## src/rtl/mips32_mem_pkg.sv

```systemverilog
// Shared types and constants for the unified-memory arbiter: sequencer states,
// requester IDs and default bus widths.
package mips32_mem_pkg;

  localparam int unsigned AW_DEF = 10;
  localparam int unsigned DW_DEF = 32;

  typedef enum logic [1:0] {
    IDLE  = 2'd0,
    ISSUE = 2'd1,
    WAIT  = 2'd2,
    RESP  = 2'd3
  } state_e;

  typedef enum logic [1:0] {
    REQ_IF = 2'd0,
    REQ_DM = 2'd1,
    REQ_LD = 2'd2
  } req_id_e;

endpackage

```

## src/rtl/mips32_mem_arbiter_if.sv

```systemverilog
// Requester and memory-side bus of the arbiter. The slave modport is the
// arbiter; the master modport is whoever drives requests and returns memory data.
interface mips32_mem_arbiter_if
  import mips32_mem_pkg::*;
#(
  parameter int unsigned AW = AW_DEF,
  parameter int unsigned DW = DW_DEF
);

  logic          halted;
  logic          if_req;
  logic [AW-1:0] if_addr;
  logic          if_ack;
  logic          dm_req;
  logic          dm_we;
  logic [AW-1:0] dm_addr;
  logic [DW-1:0] dm_wdata;
  logic          dm_ack;
  logic          ld_req;
  logic          ld_we;
  logic [AW-1:0] ld_addr;
  logic [DW-1:0] ld_wdata;
  logic          ld_ack;
  logic [DW-1:0] rdata;
  logic          busy;
  logic [1:0]    grant_id;
  logic          mem_en;
  logic          mem_we;
  logic [AW-1:0] mem_addr;
  logic [DW-1:0] mem_wdata;
  logic [DW-1:0] mem_rdata;

  modport master (
    output halted, if_req, if_addr, dm_req, dm_we, dm_addr, dm_wdata,
           ld_req, ld_we, ld_addr, ld_wdata, mem_rdata,
    input  if_ack, dm_ack, ld_ack, rdata, busy, grant_id,
           mem_en, mem_we, mem_addr, mem_wdata
  );

  modport slave (
    input  halted, if_req, if_addr, dm_req, dm_we, dm_addr, dm_wdata,
           ld_req, ld_we, ld_addr, ld_wdata, mem_rdata,
    output if_ack, dm_ack, ld_ack, rdata, busy, grant_id,
           mem_en, mem_we, mem_addr, mem_wdata
  );

endinterface

```

## src/rtl/mips32_mem_prio_sel.sv

```systemverilog
// Fixed-priority winner select (DM > LD > IF) with a starvation counter that
// forces a fetch grant after STARVE_MAX consecutive lost decisions.
module mips32_mem_prio_sel
  import mips32_mem_pkg::*;
#(
  parameter int unsigned STARVE_MAX = 4
) (
  input  logic    clk1,
  input  logic    rst,
  input  logic    decide_i,
  input  logic    if_elig_i,
  input  logic    dm_req_i,
  input  logic    ld_req_i,
  output logic    valid_o,
  output req_id_e winner_o
);

  localparam logic [3:0] SMAX = 4'(STARVE_MAX);

  logic [3:0] starve_q, starve_d;
  logic       starved;

  assign starved = if_elig_i && (starve_q == SMAX);
  assign valid_o = if_elig_i | dm_req_i | ld_req_i;

  // NOTE: every signal driven here gets a default first, so no path can infer a latch.
  always_comb begin
    winner_o = REQ_IF;
    if (!starved) begin
      if (dm_req_i)      winner_o = REQ_DM;
      else if (ld_req_i) winner_o = REQ_LD;
    end
  end

  // Losses are counted only at decisions; an ineligible fetch clears the count at any time.
  always_comb begin
    starve_d = starve_q;
    if (!if_elig_i) begin
      starve_d = '0;
    end else if (decide_i) begin
      if (winner_o == REQ_IF)  starve_d = '0;
      else if (starve_q != SMAX) starve_d = starve_q + 4'd1;
    end
  end

  always_ff @(posedge clk1) begin
    if (rst) starve_q <= '0;
    else     starve_q <= starve_d;
  end

endmodule

```

## src/rtl/mips32_mem_arbiter.sv

```systemverilog
// Three-requester arbiter for the single-port unified word memory. One
// transaction at a time: IDLE decides, ISSUE strobes memory, WAIT counts read
// latency, RESP returns the ack.
module mips32_mem_arbiter
  import mips32_mem_pkg::*;
#(
  parameter int unsigned AW         = AW_DEF,
  parameter int unsigned DW         = DW_DEF,
  parameter int unsigned MEM_LAT    = 1,
  parameter int unsigned STARVE_MAX = 4
) (
  input logic                 clk1,
  input logic                 rst,
  mips32_mem_arbiter_if.slave bus
);

  localparam logic [3:0] LAT_M1 = 4'(MEM_LAT - 1);

  state_e        state_q, state_d;
  req_id_e       grant_q, grant_d;
  logic [3:0]    cnt_q, cnt_d;
  logic          mem_we_q, mem_we_d;
  logic [AW-1:0] mem_addr_q, mem_addr_d;
  logic [DW-1:0] mem_wdata_q, mem_wdata_d;
  logic [DW-1:0] rdata_q, rdata_d;

  logic    if_elig;
  logic    sel_valid;
  req_id_e sel_id;

  assign if_elig = bus.if_req & ~bus.halted;

  mips32_mem_prio_sel #(
    .STARVE_MAX(STARVE_MAX)
  ) u_prio_sel (
    .clk1     (clk1),
    .rst      (rst),
    .decide_i (state_q == IDLE),
    .if_elig_i(if_elig),
    .dm_req_i (bus.dm_req),
    .ld_req_i (bus.ld_req),
    .valid_o  (sel_valid),
    .winner_o (sel_id)
  );

  always_comb begin
    state_d     = state_q;
    grant_d     = grant_q;
    cnt_d       = cnt_q;
    mem_we_d    = mem_we_q;
    mem_addr_d  = mem_addr_q;
    mem_wdata_d = mem_wdata_q;
    rdata_d     = rdata_q;
    case (state_q)
      IDLE: begin
        if (sel_valid) begin
          grant_d = sel_id;
          state_d = ISSUE;
          unique case (sel_id)
            REQ_DM: begin
              mem_we_d    = bus.dm_we;
              mem_addr_d  = bus.dm_addr;
              mem_wdata_d = bus.dm_wdata;
            end
            REQ_LD: begin
              mem_we_d    = bus.ld_we;
              mem_addr_d  = bus.ld_addr;
              mem_wdata_d = bus.ld_wdata;
            end
            default: begin
              mem_we_d    = 1'b0;
              mem_addr_d  = bus.if_addr;
              mem_wdata_d = '0;
            end
          endcase
        end
      end
      ISSUE: begin
        if (mem_we_q) begin
          state_d = RESP;
        end else begin
          state_d = WAIT;
          cnt_d   = LAT_M1;
        end
      end
      WAIT: begin
        if (cnt_q == 4'd0) begin
          rdata_d = bus.mem_rdata;
          state_d = RESP;
        end else begin
          cnt_d = cnt_q - 4'd1;
        end
      end
      RESP: state_d = IDLE;
    endcase
  end

  // NOTE: state registers use non-blocking assignment so every flop samples pre-edge values.
  always_ff @(posedge clk1) begin
    if (rst) begin
      state_q     <= IDLE;
      grant_q     <= REQ_IF;
      cnt_q       <= '0;
      mem_we_q    <= 1'b0;
      mem_addr_q  <= '0;
      mem_wdata_q <= '0;
      rdata_q     <= '0;
    end else begin
      state_q     <= state_d;
      grant_q     <= grant_d;
      cnt_q       <= cnt_d;
      mem_we_q    <= mem_we_d;
      mem_addr_q  <= mem_addr_d;
      mem_wdata_q <= mem_wdata_d;
      rdata_q     <= rdata_d;
    end
  end

  assign bus.busy      = (state_q != IDLE);
  assign bus.grant_id  = grant_q;
  assign bus.mem_en    = (state_q == ISSUE);
  assign bus.mem_we    = (state_q == ISSUE) & mem_we_q;
  assign bus.mem_addr  = mem_addr_q;
  assign bus.mem_wdata = mem_wdata_q;
  assign bus.rdata     = rdata_q;
  assign bus.if_ack    = (state_q == RESP) && (grant_q == REQ_IF);
  assign bus.dm_ack    = (state_q == RESP) && (grant_q == REQ_DM);
  assign bus.ld_ack    = (state_q == RESP) && (grant_q == REQ_LD);

endmodule

```

## src/flat_wrapper.sv

```systemverilog
// flat-port wrapper written by rule: the top's interface ports become plain ports
module mips32_mem_arbiter_flat import mips32_mem_pkg::*;
#(
  parameter int unsigned AW         = AW_DEF,
  parameter int unsigned DW         = DW_DEF,
  parameter int unsigned MEM_LAT    = 1,
  parameter int unsigned STARVE_MAX = 4
)
  (clk1, rst, bus_halted, bus_if_req, bus_if_addr, bus_dm_req, bus_dm_we, bus_dm_addr, bus_dm_wdata, bus_ld_req, bus_ld_we, bus_ld_addr, bus_ld_wdata, bus_mem_rdata, bus_if_ack, bus_dm_ack, bus_ld_ack, bus_rdata, bus_busy, bus_grant_id, bus_mem_en, bus_mem_we, bus_mem_addr, bus_mem_wdata);
  mips32_mem_arbiter_if #(.AW(AW), .DW(DW)) bus_i ();
  input logic clk1;
  input logic rst;
  input wire logic [$bits(bus_i.halted)-1:0] bus_halted;
  input wire logic [$bits(bus_i.if_req)-1:0] bus_if_req;
  input wire logic [$bits(bus_i.if_addr)-1:0] bus_if_addr;
  input wire logic [$bits(bus_i.dm_req)-1:0] bus_dm_req;
  input wire logic [$bits(bus_i.dm_we)-1:0] bus_dm_we;
  input wire logic [$bits(bus_i.dm_addr)-1:0] bus_dm_addr;
  input wire logic [$bits(bus_i.dm_wdata)-1:0] bus_dm_wdata;
  input wire logic [$bits(bus_i.ld_req)-1:0] bus_ld_req;
  input wire logic [$bits(bus_i.ld_we)-1:0] bus_ld_we;
  input wire logic [$bits(bus_i.ld_addr)-1:0] bus_ld_addr;
  input wire logic [$bits(bus_i.ld_wdata)-1:0] bus_ld_wdata;
  input wire logic [$bits(bus_i.mem_rdata)-1:0] bus_mem_rdata;
  output wire logic [$bits(bus_i.if_ack)-1:0] bus_if_ack;
  output wire logic [$bits(bus_i.dm_ack)-1:0] bus_dm_ack;
  output wire logic [$bits(bus_i.ld_ack)-1:0] bus_ld_ack;
  output wire logic [$bits(bus_i.rdata)-1:0] bus_rdata;
  output wire logic [$bits(bus_i.busy)-1:0] bus_busy;
  output wire logic [$bits(bus_i.grant_id)-1:0] bus_grant_id;
  output wire logic [$bits(bus_i.mem_en)-1:0] bus_mem_en;
  output wire logic [$bits(bus_i.mem_we)-1:0] bus_mem_we;
  output wire logic [$bits(bus_i.mem_addr)-1:0] bus_mem_addr;
  output wire logic [$bits(bus_i.mem_wdata)-1:0] bus_mem_wdata;
  assign bus_i.halted = bus_halted;
  assign bus_i.if_req = bus_if_req;
  assign bus_i.if_addr = bus_if_addr;
  assign bus_i.dm_req = bus_dm_req;
  assign bus_i.dm_we = bus_dm_we;
  assign bus_i.dm_addr = bus_dm_addr;
  assign bus_i.dm_wdata = bus_dm_wdata;
  assign bus_i.ld_req = bus_ld_req;
  assign bus_i.ld_we = bus_ld_we;
  assign bus_i.ld_addr = bus_ld_addr;
  assign bus_i.ld_wdata = bus_ld_wdata;
  assign bus_i.mem_rdata = bus_mem_rdata;
  assign bus_if_ack = bus_i.if_ack;
  assign bus_dm_ack = bus_i.dm_ack;
  assign bus_ld_ack = bus_i.ld_ack;
  assign bus_rdata = bus_i.rdata;
  assign bus_busy = bus_i.busy;
  assign bus_grant_id = bus_i.grant_id;
  assign bus_mem_en = bus_i.mem_en;
  assign bus_mem_we = bus_i.mem_we;
  assign bus_mem_addr = bus_i.mem_addr;
  assign bus_mem_wdata = bus_i.mem_wdata;
  mips32_mem_arbiter #(.AW(AW), .DW(DW), .MEM_LAT(MEM_LAT), .STARVE_MAX(STARVE_MAX)) u_core (.clk1(clk1), .rst(rst), .bus(bus_i));
endmodule
```

## config.mk

```make
export PLATFORM = sky130hd
export DESIGN_NAME = mips32_mem_arbiter_flat
export DESIGN_NICKNAME = d
export VERILOG_FILES = /design/src/rtl/mips32_mem_pkg.sv /design/src/rtl/mips32_mem_arbiter_if.sv /design/src/rtl/mips32_mem_prio_sel.sv /design/src/rtl/mips32_mem_arbiter.sv /design/src/flat_wrapper.sv
export SDC_FILE = /design/constraint.sdc
export NUM_CORES = 1
export LEC_CHECK = 0
export ABC_AREA = 1
export CELL_PAD_IN_SITES_DETAIL_PLACEMENT = 1
export CELL_PAD_IN_SITES_GLOBAL_PLACEMENT = 1
export CORE_MARGIN = 4
export CORE_UTILIZATION = 29
export CTS_CLUSTER_SIZE = 30
export DETAILED_ROUTE_END_ITERATION = 8
export GPL_TIMING_DRIVEN = 0
export PLACE_DENSITY_LB_ADDON = 0.1
export SYNTH_ARGS = -nofsm -noshare
export SYNTH_HDL_FRONTEND = slang
export SYNTH_SLANG_ARGS = --single-unit
```

## constraint.sdc

```tcl
create_clock -name clk1 -period 4.81 [get_ports clk1]
set_input_delay 0.962 -clock clk1 [delete_from_list [all_inputs] [get_ports clk1]]
set_output_delay 0.962 -clock clk1 [all_outputs]
set_load 0.05 [all_outputs]
```

==> out/metrics.yaml, run 1 <==
status:
  status: "finished, final reports clean"
grt:
  grtUsageTotal: 0.194
  grt_max_degree: 17
  grt_overflow: 0
  grt_pass1_wl_um: 25600
  grt_pass1_vias: 5151
  antenna_found_initial: 0
clock_network:
  ctsHoldBuffers: 0
  cts_inserted_buffers: 9
  cts_root_buf: "clkbuf_16"
  cts_sinks: 87
  cts.clk_slew.worst_paths_ns: 0.07
  post-cts-setup-buffers: 0
  clk_path_buf_depth: 2
  cts_tree: "yes"
  cts_resized: 0
  insertion_delay_ns: 0.35
  cts_htree_levels: 3
power:
  fin_total_pwr_mw: 3.28
  p_leak_nw: 2.72
  vdd_drop_max_uv: 218
  powerDensity_nw_per_um2: 479
flow_run:
  max_cap_viol_count: 0
worst_setup_path:
  cp-start-kind: "flip-flop"
  path_buf_inv: 2
  critPathCaptureType: "output pin"
  crit_slowest_cell: "clkdlybuf4s50_1"
  cp.required_ns: 3.85
  r2r_start: "u_core.u_prio_sel.starve_q[0]"
  critPathArrivalTime_ns: 2.10
  r2r_slack_ns: 2.44
  path_max_fanout: 5
  worst-r2r-cell-count: 12
  critical_path.top_delay_family: "buffers and inverters"
  crit_type: "reg -> out"
  slowest_delay_ns: 0.84
  crit_chain: "ha_1, inv_1, nor3b_1, clkdlybuf4s50_1"
  reg2reg_to: "u_core.bus.mem_addr[6]"
hold_path:
  hold_path_end: "u_core.bus.rdata[30]"
  hold_start: "u_core.bus.rdata[30]"
  holdCritPathClass: "reg -> reg"
  whs_path_depth: 2
synthesis:
  avgSynthCellArea_um2: 6.86
  syn_area_um2: 4180
  ys_warn_count: 0
  ys_ff_latch: 87
  synth-edff-count: 0
  synth.net_count: 754
  syn_inst: 609
  seq_area_frac_synth: 0.417
  ys.flop_type: "dfxtp_1"
  synth_cell_types: 25
  synthArstFlopShare: 0
routing:
  vias: 4754
  drc_errors: 0
  wire_per_inst_um: 15.4
  postRouteAntennaNets: 0
  vias_per_cell: 4.67
  drt_iter0_markers: 148
  wirelength_um: 15700
  first_pass_iters: 4
sta:
  finalSetupViolCount: 0
  relSlewSlack: 0.621
  clock.fmax_mhz: 327
  setup_slack_ns: 1.75
  rsz0062_at_grt: "no"
  period_needed_ns: 3.06
  fin_worst_skew_ns: 0.00878
  hold_violations: 0
  holdWs_ns: 0.446
  maxSlewViolCount: 0
  worst_pin_slew_ns: 0.566
  tns_ns: 0
  finalCritPeriodShare: 0.636
floorplanning:
  start_util: 0.299
  top_level_ports: 216
  die_area_um2: 16400
  die_y_um: 128
  core_area_um2: 14000
  rows: 43
  die-width_um: 128
placement:
  dpl_cell_area_um2: 6550
  numPlacedInstances: 1003
  dpl.hpwl_um: 12700
  pre_cts_slack_ns: 1.51
  io_buffers: 214
  place.gp.congestion: 0.828
finish:
  final_util: 0.490
  drive_gt1_frac: 0.0667
  instances_no_fill: 1019
  syn_to_final_growth_pct: 64.0
  fin_nets: 979
  antenna_cells: 0
  design_area_um2: 6850
  fill_cells: 1802
where the power goes:
group / switching (mW) / internal [mW] / leakage, nW
Clock: 0.316 / 0.409 / 0.140
Sequential: 0.0915 / 0.870 / 0.709
Combinational: 1.03 / 0.567 / 1.87
cell usage in the layout (no fill, tap or decap), types with 2 or more instances in the layout:
master	netlist	layout
a21oi_1	73	73
a31oi_1	10	10
buf_2	19	19
buf_4	6	6
buf_6	6	6
clkbuf_1	8	8
clkbuf_16	0	9
clkdlybuf4s50_1	0	214
clkinvlp_4	0	3
dfxtp_1	87	87
ha_1	11	11
inv_1	53	53
nand2_1	179	179
nand3_1	43	43
nand3_2	3	3
nand4_1	2	2
nor2_1	51	51
o21ai_0	48	48
layout make-up:
type	instances	area, µm²	share of cell area
repair buffers	214	2140	0.313
multi-input cells	426	1980	0.289
flip-flops and latches	87	1740	0.254
plain buffers	41	246	0.0360
clock buffers	9	225	0.0329
well taps	180	225	0.0329
inverters	55	209	0.0305
clock inverters	7	81.3	0.0119
routing by layer:
metal	track usage	part of all wire	wire [µm]	vias up
li1	-	-	-	2393
met1	0.211	0.39	6120	2180
met2	0.346	0.50	7780	157
met3	0.0663	0.082	1290	24
met4	0.0768	0.030	473	0
met5	0	0	0	-
worst max-delay path by stage:
stage                           startpoint                     end  slack, ns  depth (start not counted)
detailed placement              bus_halted  u_core.bus.mem_addr[5]       1.51                         12
global placement                bus_halted  u_core.bus.mem_addr[5]       1.54                         12
global route             u_core.state_q[0]              bus_ld_ack       1.58                          4
floorplan           u_core.bus.grant_id[1]              bus_ld_ack       1.96                          1
CTS                      u_core.state_q[0]              bus_ld_ack       1.70                          4
finish                   u_core.state_q[0]              bus_ld_ack       1.75                          4
sequential cells by signal, indices dropped and copies added (netlist names):
signal,cells
u_core.bus.rdata,32
u_core.bus.mem_addr,10
u_core.mem_we_q,1
u_core.state_q,2
u_core.u_prio_sel.starve_q,4
u_core.bus.mem_wdata,32
u_core.bus.grant_id,2
u_core.cnt_q,4
tightest hold or removal path, stage by stage (launching register included):
cell and delay (ns):
dfxtp_1 0.31, inv_1 0.05, a21oi_1 0.05
Yosys cell counts, types with 2 or more instances:
cell	count	share of area
a21oi_1	73	0.087
a31oi_1	10	0.015
buf_2	19	0.023
buf_4	6	0.011
buf_6	6	0.016
clkbuf_1	8	0.0072
dfxtp_1	87	0.42
ha_1	11	0.033
inv_1	53	0.048
nand2_1	179	0.16
nand3_1	43	0.051
nand3_2	3	0.0072
nand4_1	2	0.0030
nor2_1	51	0.046
o21ai_0	48	0.057
cell families after synthesis:
kind of cell,share of synthesized area
AOI/OAI and AO/OA,0.164
buffers and inverters,0.109
DFF,0.417
xor gates and xnor gates,0.00210
adders and majority gates,0.0329
and+or+nand+nor,0.275
Power figures use the tool's default switching activity.
==> run 2: changes to the inputs <==
Settings changed: CORE_UTILIZATION 29 to 27.
Clock period 4.81 ns to 3.2 ns, I/O delays scaled along.
==> out/metrics.yaml, run 2 (same netlist as run 1, synthesis figures left out) <==
worst_setup_path:
  path_max_fanout: 10  # +5
  startpoint: "u_core.state_q[0]"
  critPathCaptureType: "output pin"
  crit_type: "reg -> out"
  r2r_slack_ns: 0.82  # -1.62 ns
  cp-start-kind: "flip-flop"
  r2r_start: "u_core.u_prio_sel.starve_q[0]"
  critPathArrivalTime_ns: 2.10  # about the same
  cp.required_ns: 2.56  # -1.29 ns
finish:
  syn_to_final_growth_pct: 64.2
  drive_gt1_frac: 0.0667  # unchanged
  fill_cells: 1902  # +5.5%
  fin_nets: 979  # unchanged
  final_util: 0.451  # -0.0385
  design_area_um2: 6860  # +0.13%
  antenna_cells: 0  # unchanged
  layout_commonest_cell: "clkdlybuf4s50_1"
  mostFrequentLayoutCells: "clkdlybuf4s50_1 (214), nand2_1 (179), dfxtp_1 (87), a21oi_1 (73), inv_1 (53)"
placement:
  io_buffers: 214  # unchanged
  dpl.hpwl_um: 12800  # +0.92%
  dpl_cell_area_um2: 6560  # +0.15%
  place.gp.congestion: 0.810  # -2.2%
grt:
  grt_overflow: 0  # unchanged
  grt_pass1_wl_um: 25900  # +1.3%
  grt_pass1_vias: 5191  # +0.78%
  grt_max_degree: 17  # unchanged
  antenna_found_initial: 0  # unchanged
  grtUsageTotal: 0.183  # -0.0110
routing:
  vias: 4750  # -0.084%
  drc_errors: 0  # unchanged
  wire_per_inst_um: 15.6  # +1.4%
  postRouteAntennaNets: 0  # unchanged
  vias_per_cell: 4.63  # -0.86%
  first_pass_iters: 4  # unchanged
  wirelength_um: 16000  # +2.2%
  drt_iter0_markers: 138  # -6.8%
floorplanning:
  top_level_ports: 216  # unchanged
  start_util: 0.275  # -0.0239
  die_y_um: 132  # +3.4%
  die-width_um: 132  # +3.4%
  rows: 45  # +4.7%
  core_area_um2: 15200  # +8.7%
  die_area_um2: 17500  # +6.9%
clock_network:
  cts.clk_slew.worst_paths_ns: 0.07  # about the same
  ctsHoldBuffers: 0  # unchanged
  clk_path_buf_depth: 2  # unchanged
  insertion_delay_ns: 0.35  # about the same
  post-cts-setup-buffers: 0  # unchanged
  cts_htree_levels: 3  # unchanged
  cts_tree: "yes"
  cts_inserted_buffers: 9  # unchanged
  cts_root_buf: "clkbuf_16"
  cts_resized: 0  # unchanged
  cts_sinks: 87  # unchanged
sta:
  hold_violations: 0  # unchanged
  rsz0062_at_grt: "no"
  finalSetupViolCount: 0  # unchanged
  fin_worst_skew_ns: 0.00566  # -0.00312 ns
  holdWs_ns: 0.446  # +0.0000670 ns
  worst_pin_slew_ns: 0.577  # +0.0104 ns
  tns_ns: 0  # unchanged
  relSlewSlack: 0.614  # -0.00696
  clock.fmax_mhz: 365
  period_needed_ns: 2.74
  finalCritPeriodShare: 0.857
  maxSlewViolCount: 0  # unchanged
hold_path:
  hold_start: "u_core.bus.rdata[12]"
  holdCritPathClass: "reg -> reg"
power:
  fin_total_pwr_mw: 4.96  # +51%
  powerDensity_nw_per_um2: 723  # +51%
  vdd_drop_max_uv: 292  # +34%
  p_leak_nw: 2.72  # about the same
flow_run:
  max_cap_viol_count: 0  # unchanged
status:
  status: "finished, final reports clean"
[run 2: cell types whose count changed in the layout (fill, tap and decap cells not counted), sizes merged]
cell      delta
clkinv       +1
clkinvlp     -1
[run 2: final cells by class]
type	instances	area, µm²	area share
Tap cell	188	235	0.0343
Inverter	55	209	0.0305
Clock inverter	7	80.1	0.0117
Sequential cell	87	1740	0.254
Buffer	41	246	0.0359
Timing Repair Buffer	214	2140	0.312
Multi-Input combinational cell	426	1980	0.289
Clock buffer	9	225	0.0328
[run 2: path summary, 6_finish.rpt]
| check | endpoint | depth (start not counted) |
|---|---|---|
| setup / recovery | bus_busy | 5 |
| hold / removal | u_core.bus.rdata[12] | 2 |
| setup reg to reg | u_core.bus.mem_addr[0] | 12 |
| hold reg to reg | u_core.bus.rdata[12] | 2 |
[run 2: layer usage]
metal | global-route usage | part of all wire
met1 | 0.196 | 0.39
met2 | 0.322 | 0.49
met3 | 0.0719 | 0.081
met4 | 0.0762 | 0.033
met5 | 0 | 0
[run 2: worst max-delay path, cell delays in order (launching register included)]
cell and delay, ns:
dfxtp_1 0.41, inv_1 0.10, ha_1 0.22, buf_6 0.15, inv_4 0.07, clkdlybuf4s50_1 0.80
[run 2: metrics by stage]
| stage | setup WS, ns | cells |
|---|---|---|
| floorplan | 0.677 | 609 |
| global placement | 0.233 | 1011 |
| detailed placement | 0.175 | 1011 |
| CTS | 0.416 | 1027 |
| global route | 0.336 | 1027 |
| finish | 0.457 | 1027 |
[run 2: where the power goes]
part / switching, mW / internal, mW / leakage [nW]
logic: 1.57 / 0.854 / 1.87
clock network: 0.479 / 0.613 / 0.143
registers: 0.140 / 1.31 / 0.709
==> run 3: changes to the inputs <==
Settings changed: PLACE_DENSITY_LB_ADDON 0.1 to 0.05, SYNTH_HIERARCHICAL set to 1.
==> out/metrics.yaml, run 3 <==
status:
  status: "finished, final reports clean"
finish:
  final_util: 0.451  # about the same
  layout_commonest_cell: "clkdlybuf4s50_1"
  mostFrequentLayoutCells: "clkdlybuf4s50_1 (215), nand2_1 (193), dfxtp_1 (87), a21oi_1 (84), inv_1 (77)"
  multi_input_area_um2: 1890  # -4.7%
  fill_cells: 1909  # +0.37%
  antenna_cells: 0  # unchanged
  drive_gt1_frac: 0.0615  # -0.00523
  syn_to_final_growth_pct: 64.1  # about the same
  fin_nets: 968  # -1.1%
  regArea_um2: 1740  # unchanged
worst_setup_path:
  worst-r2r-cell-count: 13  # +1
  cp-start-kind: "flip-flop"
  crit_type: "reg -> out"
  crit_slowest_cell: "clkdlybuf4s50_1"
  crit_chain: "inv_1, ha_1, inv_1, clkdlybuf4s50_1"
  critPathCaptureType: "output pin"
  slowest_delay_ns: 0.82  # +0.02 ns
  path_max_fanout: 5  # -5
  critPathArrivalTime_ns: 2.08  # -0.02 ns
  crit_path_frequent_cell: "inv_1"
  cp.required_ns: 2.56  # about the same
synthesis:
  synthArstFlopShare: 0  # unchanged
  ys_warn_count: 6  # +6
  synth_top_cell_by_area: "dfxtp_1"
  ys_ff_latch: 87  # unchanged
  yosysMostFrequentCell: "nand2_1"
  synth_area_leaders: "dfxtp_1 (42%), nand2_1 (17%), a21oi_1 (10%), inv_1 (6.9%), o21ai_0 (3.2%)"
  synth-edff-count: 0  # unchanged
  synth.top_cell.area_share: 0.418  # +0.00138
  syn_inst: 598  # -1.8%
  netlist_top_cells_count: "nand2_1 (193), dfxtp_1 (87), a21oi_1 (84), inv_1 (77), o21ai_0 (27)"
  syn_area_um2: 4170  # -0.33%
  ys.flop_type: "dfxtp_1"
  seq_area_frac_synth: 0.418  # +0.00138
  synth.net_count: 742  # -1.6%
  avgSynthCellArea_um2: 6.97  # +1.5%
  synth_cell_types: 28  # +12%
floorplanning:
  die_y_um: 132  # -0.15%
  rows: 45  # unchanged
  die-width_um: 132  # -0.15%
  core_area_um2: 15100  # -0.37%
  top_level_ports: 216  # unchanged
  start_util: 0.275  # about the same
  die_area_um2: 17500  # -0.31%
clock_network:
  post-cts-setup-buffers: 0  # unchanged
  cts_root_buf: "clkbuf_16"
  clk_path_buf_depth: 2  # unchanged
  cts_htree_levels: 3  # unchanged
  cts_resized: 0  # unchanged
  ctsHoldBuffers: 0  # unchanged
  cts_inserted_buffers: 9  # unchanged
  cts_sinks: 87  # unchanged
  cts_tree: "yes"
  cts.clk_slew.worst_paths_ns: 0.07  # about the same
  insertion_delay_ns: 0.34  # about the same
flow_run:
  max_cap_viol_count: 0  # unchanged
routing:
  wl_met2_um: 7510  # -4.5%
  wire_per_inst_um: 15.3  # -1.9%
  wirelength_um: 15600  # -2.8%
  met3_length_um: 1280  # -1.2%
  drt-met1-wl_um: 6580  # +4.0%
  vias: 4648  # -2.1%
  first_pass_iters: 4  # unchanged
  drc_errors: 0  # unchanged
  vias_per_cell: 4.57  # -1.2%
  postRouteAntennaNets: 0  # unchanged
  top_layer: "met5"
  drt_iter0_markers: 57  # -59%
sta:
  fin_worst_skew_ns: 0.00650  # +0.000839 ns
  finalCritPeriodShare: 0.849  # -0.00849
  worst_pin_slew_ns: 0.577  # +0.000458 ns
  tns_ns: 0  # unchanged
  period_needed_ns: 2.72  # -0.0272 ns
  maxSlewViolCount: 0  # unchanged
  rsz0062_at_grt: "no"
  clock.fmax_mhz: 368  # +1.0%
  relSlewSlack: 0.614  # about the same
  finalSetupViolCount: 0  # unchanged
  hold_violations: 0  # unchanged
power:
  comb_power_share: 0.492  # +0.004
  fin_total_pwr_mw: 4.81  # -3.1%
  clkPwrFrac: 0.208  # -0.012
  powerDensity_nw_per_um2: 704  # -2.7%
  seq_power_share: 0.300  # +0.008
  p_sw_frac: 0.444  # +0.00346
  vdd_drop_max_uv: 270  # -7.6%
  switchingPower_mw: 2.14  # -2.3%
  p_int_mw: 2.67  # -3.7%
  p_leak_nw: 2.74  # +0.53%
grt:
  grt_overflow: 0  # unchanged
  grt_pass1_wl_um: 25000  # -3.6%
  grt_max_degree: 17  # unchanged
  grtUsageTotal: 0.175  # -0.00816
  grt_pass1_vias: 4918  # -5.3%
  antenna_found_initial: 1  # +1
placement:
  io_buffers: 215  # +0.47%
  place.gp.congestion: 0.798  # -1.5%
  dpl.hpwl_um: 12500  # -2.3%
hold_path:
  whs_path_depth: 2  # unchanged
  holdCritPathClass: "reg -> reg"
run 3: cell types whose count changed after synthesis, moves of 14 or more:
cell	previous run	this run
nor2_1	51	19
nand3_1	43	18
inv_1	53	77
o21ai_0	48	27
nand2_1	179	193
run 3: worst max-delay path, delay by kind of cell (launching register included):
kind,cells,cell delay (ns)
DFF,1,0.42
buffers and inverters,3,1.05
adders and majority gates,1,0.27
run 3: kinds of logic (layout without fill, tap and decap cells):
kind of cell               count (synthesis)  in the layout  share of synthesized area
AOI/OAI and AO/OA                        144            144                      0.189
xor gates and xnor gates                   1              1                    0.00210
adders and majority gates                 10             10                     0.0300
buffers and inverters                    116            347                      0.128
DFF                                       87             87                      0.418
and+or+nand+nor                          240            240                      0.232
run 3: power groups by stage:
stage / Clock, mW / Sequential (mW) / Combinational, mW
after global routing: 1.08 / 1.47 / 2.55
final: 1.00 / 1.44 / 2.36
after detailed placement: 0 / 1.47 / 2.39
after floorplan: 0 / 2.09 / 0.895
after global placement: 0 / 1.46 / 2.33
after CTS: 1.04 / 1.45 / 2.40
run 3: layout make-up:
type                       instances  area share
multi-input combinational        395       0.276
sequential                        87       0.255
clock inverter                     7     0.00824
timing repair buffer             215       0.315
inverter                          80      0.0439
tap                              188      0.0344
buffer                            36      0.0342
clock buffer                       9      0.0330
run 3: path summary, 6_finish.rpt:
path	from	endpoint	slack, ns
max reg2reg	u_core/u_prio_sel/starve_q[0]	u_core/bus.mem_addr[4]	0.88
min reg2reg	u_core/bus.rdata[17]	u_core/bus.rdata[17]	0.45
min	u_core/bus.rdata[17]	u_core/bus.rdata[17]	0.45
max	u_core/state_q[0]	bus_busy	0.48
run 3: stage by stage:
stage | instances | area, µm² | worst slack [ns] | hold WS, ns
after floorplan | 598 | 4170 | 0.677 | 0.459
after global placement | 1001 | 6550 | 0.419 | 0.430
after detailed placement | 1001 | 6550 | 0.379 | 0.439
after CTS | 1017 | 6830 | 0.430 | 0.449
after global routing | 1017 | 6830 | 0.268 | 0.457
final | 1017 | 6830 | 0.484 | 0.446
run 3: routing by layer:
metal	up-vias	track usage
met5	-	0
met4	2	0.0491
met3	14	0.0664
met2	151	0.306
met1	2138	0.199
li1	2343	-
